`src/rtl/mem_access_unit.sv`:
```
// ============================================================================
// Module   : mem_access_unit
// Brief    : Load/store initiator for the byte-addressable data memory, with
//            alignment trapping and load extension. Optional statistics
//            counters are enabled by defining MAU_STATS_EN.
// Revision : 1.0 - initial release
// ============================================================================
`default_nettype none

module mem_access_unit #(
    parameter int ADDRESS_WIDTH    = 32,
    parameter int INSTR_DATA_WIDTH = 32,
    parameter int STAT_WIDTH       = 16
) (
    input  logic                        CLK,
    input  logic                        RST,
    input  logic                        req_valid,
    output logic                        req_ready,
    input  logic                        req_we,
    input  logic [1:0]                  req_size,
    input  logic                        req_signed,
    input  logic [ADDRESS_WIDTH-1:0]    req_addr,
    input  logic [INSTR_DATA_WIDTH-1:0] req_wdata,
    output logic                        resp_valid,
    output logic [INSTR_DATA_WIDTH-1:0] resp_rdata,
    output logic                        resp_misalign,
    output logic [ADDRESS_WIDTH-1:0]    mem_addr,
    output logic [INSTR_DATA_WIDTH-1:0] mem_data,
    output logic                        mem_w_en,
    output logic [1:0]                  mem_sel,
    input  logic [INSTR_DATA_WIDTH-1:0] mem_rdata
`ifdef MAU_STATS_EN
    ,
    output logic [STAT_WIDTH-1:0]       stat_loads,
    output logic [STAT_WIDTH-1:0]       stat_stores,
    output logic [STAT_WIDTH-1:0]       stat_misalign
`endif
);

    localparam int DW = INSTR_DATA_WIDTH;

    localparam logic [1:0] S_IDLE   = 2'd0;
    localparam logic [1:0] S_ACCESS = 2'd1;
    localparam logic [1:0] S_RESP   = 2'd2;

    logic [1:0]               state_q, state_d;
    logic                     we_q, we_d;
    logic                     signed_q, signed_d;
    logic [ADDRESS_WIDTH-1:0] mem_addr_q, mem_addr_d;
    logic [DW-1:0]            mem_data_q, mem_data_d;
    logic                     mem_w_en_q, mem_w_en_d;
    logic [1:0]               mem_sel_q, mem_sel_d;
    logic                     resp_valid_q, resp_valid_d;
    logic [DW-1:0]            resp_rdata_q, resp_rdata_d;
    logic                     resp_misalign_q, resp_misalign_d;

    logic          w_aligned;
    logic          w_accept;
    logic [DW-1:0] w_load_ext;

    always_comb begin
        case (req_size)
            2'b00:   w_aligned = (req_addr[1:0] == 2'b00);
            2'b01:   w_aligned = (req_addr[0] == 1'b0);
            default: w_aligned = 1'b1;
        endcase
    end

    assign w_accept = req_valid && (state_q == S_IDLE);

    // Extraction keys off the captured memory select, so size 11 already reads as byte.
    always_comb begin
        case (mem_sel_q)
            2'b00:   w_load_ext = mem_rdata;
            2'b01:   w_load_ext = {{(DW-16){signed_q & mem_rdata[15]}}, mem_rdata[15:0]};
            default: w_load_ext = {{(DW-8){signed_q & mem_rdata[7]}}, mem_rdata[7:0]};
        endcase
    end

    // State register
    always_ff @(posedge CLK or negedge RST) begin
        if (!RST) begin
            state_q <= S_IDLE;
        end else begin
            state_q <= state_d;
        end
    end

    // Next-state logic
    always_comb begin
        state_d = state_q;
        case (state_q)
            S_IDLE:   if (w_accept) state_d = w_aligned ? S_ACCESS : S_RESP;
            S_ACCESS: state_d = S_RESP;
            S_RESP:   state_d = S_IDLE;
            default:  state_d = S_IDLE;
        endcase
    end

    // Output logic: next values for the registered outputs
    always_comb begin
        we_d            = we_q;
        signed_d        = signed_q;
        mem_addr_d      = mem_addr_q;
        mem_data_d      = mem_data_q;
        mem_sel_d       = mem_sel_q;
        mem_w_en_d      = 1'b0;
        resp_valid_d    = 1'b0;
        resp_rdata_d    = resp_rdata_q;
        resp_misalign_d = resp_misalign_q;
        if (w_accept) begin
            we_d     = req_we;
            signed_d = req_signed;
            if (w_aligned) begin
                mem_addr_d = req_addr;
                mem_data_d = req_wdata;
                mem_sel_d  = (req_size == 2'b11) ? 2'b10 : req_size;
                mem_w_en_d = req_we;
            end else begin
                resp_valid_d    = 1'b1;
                resp_misalign_d = 1'b1;
                resp_rdata_d    = '0;
            end
        end else if (state_q == S_ACCESS) begin
            resp_valid_d    = 1'b1;
            resp_misalign_d = 1'b0;
            resp_rdata_d    = we_q ? '0 : w_load_ext;
        end
    end

    assign req_ready = (state_q == S_IDLE);

    always_ff @(posedge CLK or negedge RST) begin
        if (!RST) begin
            we_q            <= 1'b0;
            signed_q        <= 1'b0;
            mem_addr_q      <= '0;
            mem_data_q      <= '0;
            mem_sel_q       <= 2'b00;
            mem_w_en_q      <= 1'b0;
            resp_valid_q    <= 1'b0;
            resp_rdata_q    <= '0;
            resp_misalign_q <= 1'b0;
        end else begin
            we_q            <= we_d;
            signed_q        <= signed_d;
            mem_addr_q      <= mem_addr_d;
            mem_data_q      <= mem_data_d;
            mem_sel_q       <= mem_sel_d;
            mem_w_en_q      <= mem_w_en_d;
            resp_valid_q    <= resp_valid_d;
            resp_rdata_q    <= resp_rdata_d;
            resp_misalign_q <= resp_misalign_d;
        end
    end

    assign mem_addr      = mem_addr_q;
    assign mem_data      = mem_data_q;
    assign mem_sel       = mem_sel_q;
    assign mem_w_en      = mem_w_en_q;
    assign resp_valid    = resp_valid_q;
    assign resp_rdata    = resp_rdata_q;
    assign resp_misalign = resp_misalign_q;

`ifdef MAU_STATS_EN
    logic [STAT_WIDTH-1:0] stat_loads_q, stat_loads_d;
    logic [STAT_WIDTH-1:0] stat_stores_q, stat_stores_d;
    logic [STAT_WIDTH-1:0] stat_misalign_q, stat_misalign_d;

    // A misaligned access counts only as misaligned, never as a load or store.
    always_comb begin
        stat_loads_d    = stat_loads_q;
        stat_stores_d   = stat_stores_q;
        stat_misalign_d = stat_misalign_q;
        if (state_q == S_RESP) begin
            if (resp_misalign_q) begin
                if (!(&stat_misalign_q)) stat_misalign_d = stat_misalign_q + STAT_WIDTH'(1);
            end else if (we_q) begin
                if (!(&stat_stores_q)) stat_stores_d = stat_stores_q + STAT_WIDTH'(1);
            end else begin
                if (!(&stat_loads_q)) stat_loads_d = stat_loads_q + STAT_WIDTH'(1);
            end
        end
    end

    always_ff @(posedge CLK or negedge RST) begin
        if (!RST) begin
            stat_loads_q    <= '0;
            stat_stores_q   <= '0;
            stat_misalign_q <= '0;
        end else begin
            stat_loads_q    <= stat_loads_d;
            stat_stores_q   <= stat_stores_d;
            stat_misalign_q <= stat_misalign_d;
        end
    end

    assign stat_loads    = stat_loads_q;
    assign stat_stores   = stat_stores_q;
    assign stat_misalign = stat_misalign_q;
`endif

endmodule

`default_nettype wire

```
`config.mk`:
```
export PLATFORM = sky130hd
export DESIGN_NAME = mem_access_unit
export DESIGN_NICKNAME = d
export VERILOG_FILES = /design/src/rtl/mem_access_unit.sv
export SDC_FILE = /design/constraint.sdc
export NUM_CORES = 1
export LEC_CHECK = 0
export ABC_AREA = 1
export ABC_CLOCK_PERIOD_IN_PS = 2400
export BUFFER_PORTS_ARGS = -buffer_cell sky130_fd_sc_hd__buf_2
export CORE_UTILIZATION = 45
export CTS_CLUSTER_SIZE = 8
export DETAILED_ROUTE_END_ITERATION = 10
export PLACE_DENSITY = 0.77
export SETUP_SLACK_MARGIN = 0.15
export SLEW_MARGIN = 10
export SYNTH_ARGS = -nofsm -noshare
export SYNTH_HDL_FRONTEND = slang
export SYNTH_SLANG_ARGS = --single-unit
export TNS_END_PERCENT = 10
```
`constraint.sdc`:
```
create_clock -name CLK -period 2.4 [get_ports CLK]
set_clock_uncertainty 0.1 [all_clocks]
set_input_delay 0.72 -clock CLK [delete_from_list [all_inputs] [get_ports CLK]]
set_output_delay 0.72 -clock CLK [all_outputs]
set_load 0.03 [all_outputs]
```
Word level (Yosys, flattened, before mapping)
Cells that the tools add are included.

storage, ports and cells
  register bits after elaboration = 105
  input port bits = 103
  logic and storage cells = 45

cells by class
  eq/ne operators = 6
  muxes and demuxes = 18
  bitwise logic cells = 3
  reductions and logical operators = 8

operator list
  operator                                             count
  2-to-1 mux 32 bit                                    4
  one-hot mux 32 bit (2 select lines)                  1
  logical NOT 2 bit                                    4
  2-to-1 mux 1 bit                                     8
  equality test 2 x 1 -> 1 bit, second input constant  3
  2-to-1 mux 2 bit                                     3
  one-hot mux 2 bit (2 select lines)                   1
  AND reduction 2 bit                                  2
  AND 1 bit                                            2
  equality test 2 bit, second input constant           1
  != test 2 x 1 -> 1 bit, second input constant        1
  != test 2 bit, second input constant                 1
  one-hot mux 1 bit (2 select lines)                   1
  nonzero test 2 bit                                   1
  logical AND 1 bit                                    1
  NOT 1 bit                                            1

Longest topological paths before layout
  depth in word-level cells = 5
  mapped depth = 9

Worst setup path before layout
OpenSTA, ideal clock, no wires.

  path type = flip-flop to output port
  from = register state_q[0]
  to = output req_ready
  data arrival time = 0.882 ns
  required time = 1.580 ns
  setup slack = 0.698 ns
  stages on the path, launching flop included = 2
  cell sequence = dfrtp_1 -> nor2_1

between the ends
  longest elaborated chain between the ends = 1

ends and longest elaborated chain
  what                    line  source
  start, declared         46    logic [1:0] state_q, state_d;
  start signal, assigned  85    state_q <= state_d;
  logical NOT 2 bit       131   assign req_ready = (state_q == S_IDLE);
  end, declared           18    output logic req_ready,

No other way between the ends.

Worst setup path after layout
  from = register mem_sel_q[1], in the netlist mem_sel[1]
  to = output mem_sel[1]

RTL lines
  what                    line  source
  start, declared         52    logic [1:0] mem_sel_q, mem_sel_d;
  start signal, assigned  149   mem_sel_q <= mem_sel_d;
  end, declared           30    output logic [1:0] mem_sel,

No word-level cell between the ends.

==> results.json <==
{
  "critPathKind": "reg2out",
  "io_pins": 205,
  "maxSlewViolCount": 0,
  "yosys_warnings": 0,
  "worst_slack_ps": 319.7,
  "cts_tree": "done",
  "multi_input_area_sq_mm": 0.001549,
  "netlist_top_cells_count": "nand2_1 (259), dfrtp_1 (105), nor2_1 (66)",
  "diodes": 0,
  "status": "complete, no violations",
  "cp_num_buf_inv": 1,
  "overflow": 0,
  "cts_buffers": 9,
  "die_y_um": 101.7,
  "postSynth.asyncResetShare_pct": 100.0,
  "crit_path_cell_trace": "buf_2",
  "synth-edff-count": 0,
  "fp-row-count": 36,
  "reg2reg_depth": 7,
  "drive_above_1_share_pct": 31.84,
  "dr.pass1.iters": 4,
  "critical_path_peak_fanout": 12,
  "muxShareOfSynthArea_pct": 0,
  "grt_first_pass_wirelength_um": 17710,
  "setup_violations": 0,
  "synth_cell_types": 19,
  "hold_buffers": 0,
  "cts.clk_slew.worst_paths_ps": 100,
  "netlist.area_leader.share_pct": 58.79,
  "cp-start-kind": "flip-flop",
  "min_period_ps": 2080,
  "drt-initial-drc-count": 133,
  "drc_errors": 0,
  "grt_pass1_vias": 3805,
  "rsz0062_at_grt": "no",
  "fin_setup_tns_ps": 0,
  "fin_hold_ws_ps": 230.8,
  "synth_compound_area_share_pct": 0.5599,
  "fillers": 909,
  "cts.sinks": 105,
  "final-seq-area_sq_mm": 0.002628,
  "synthXorXnorAreaFrac_pct": 0,
  "synth.most_common_cell": "nand2_1",
  "p_leak_nw": 3.469,
  "required_ps": 1580,
  "gp_congestion": 0.7696,
  "syn_to_final_growth_pct": 27.52,
  "critPathMaxStageDelay_ps": 620,
  "ys_seq_area_share_pct": 58.79,
  "start_util_pct": 46.15,
  "synthFlopType": "dfrtp_1",
  "coreArea_sq_mm": 0.009684,
  "cts-resized-gates": 0,
  "synth_cells": 539,
  "num_vias": 4055,
  "fmax_ghz": 0.4807,
  "htree_levels": 3,
  "slowest_stage": "dfrtp_1",
  "synth-seq-cells": 105,
  "nets": 835,
  "yosys-top-cells-area": "dfrtp_1 (59%), nand2_1 (22%), nor2_1 (5.5%)",
  "port_buffers": 204,
  "synth_area_per_cell_sq_um": 8.292,
  "grt_start_max_net_pins": 65,
  "fin_crit_sh_pct": 86.68,
  "antenna_found_initial": 0,
  "cp.arrival_ps": 1260,
  "ir_worst_vdd_mv": 0.5689,
  "cts-root-buf": "clkbuf_8",
  "yosys.area_share.simple_pct": 34.10,
  "path_depth": 1,
  "worst_pin_slew_ps": 603.7,
  "cap_violations": 0,
  "final_antenna_net_count": 0,
  "worstSkewPairLatency_ps": 360,
  "end_kind": "primary output",
  "post_drt_wl_per_cell_um": 12.77,
  "relSlewSlack_pct": 59.75,
  "dpl.hpwl_um": 7816,
  "post-cts-setup-buffers": 0,
  "synth_top_family_by_area": "simple AND/OR/NAND/NOR gates",
  "timing_hold_violations_final": 0,
  "synth_area_sq_mm": 0.004469,
  "wl_um": 11080,
  "post-synth-top-area-cell": "dfrtp_1",
  "track_usage_pct": 21.87,
  "path_delay_family": "flip-flops",
  "fp.dieW_um": 101.7,
  "clockBufferDepth": 2,
  "power.density_mw_per_mm2": 1077,
  "dp_slack_ps": 236.4,
  "synth_fp_nets": 642,
  "dieArea_sq_mm": 0.01033,
  "viasPerCell": 4.672,
  "synthAdderAreaFrac_pct": 0,
  "hp-class": "in2async"
}
-- layer usage --
layer	part of all wire (%)	track usage, %
met5	0	0
met4	1.9	9.142
met3	7.9	5.797
met2	47	34.88
met1	43	28.26
-- cells in the final DEF (no fill, tap or decap), drive strengths merged --
cell type	count
nand4	8
nand3	35
nand2	265
clkbuf	10
clkinvlp	1
o21ai	5
dfrtp	105
nor2	67
buf	210
inv	24
clkinv	5
-- worst paths after layout --
kind                               from  slack, ps             end
setup / recovery             mem_sel[1]        320      mem_sel[1]
hold / removal                      RST        230  resp_rdata[12]
setup reg to reg             state_q[1]        630    mem_data[11]
hold reg to reg            mem_data[20]        380    mem_data[20]
max in group asynchronous           RST       1650    mem_data[22]
min in group CLK           mem_data[20]        380    mem_data[20]
-- layout make-up --
cell class | instances | area share [%]
inverters | 26 | 1.756
repair buffers | 210 | 19.41
flip-flops and latches | 105 | 46.10
multi-input cells | 380 | 27.18
well taps | 133 | 2.920
clock buffers | 10 | 2.239
clock inverters | 4 | 0.3952
-- kinds of logic (layout without fill, tap and decap cells) --
kind of cell           Yosys count  in the layout
DFF                            105            105
and+or+nand+nor                375            375
buffers and inverters           54            250
AOI/OAI and AO/OA                5              5
-- registers in the layout, indices dropped and copies added (netlist names) --
signal and count:
mem_addr 32, mem_data 32, mem_sel 2, mem_w_en 1, resp_misalign 1, resp_rdata 32
resp_valid 1, signed_q 1, state_q 2, we_q 1
-- per-stage QoR --
stage | power [mW] | instance area (sq um) | cells | util [%]
3_3_place_gp | 5.194 | 5549 | 854 | 57.30
2_1_floorplan | 4.423 | 4469 | 539 | -
3_5_place_dp | 5.258 | 5549 | 854 | 57.30
4_1_cts | 6.193 | 5699 | 868 | 58.85
5_1_grt | 6.539 | 5699 | 868 | 58.85
6_report | 6.139 | 5699 | 868 | 58.85
-- power breakdown --
group | internal (mW) | switching, mW | leakage (nW)
combinational | 0.739 | 1.88 | 2.06
clock | 0.362 | 0.561 | 0.0778
sequential | 2.28 | 0.318 | 1.33
(Power assumes the default switching activity.)
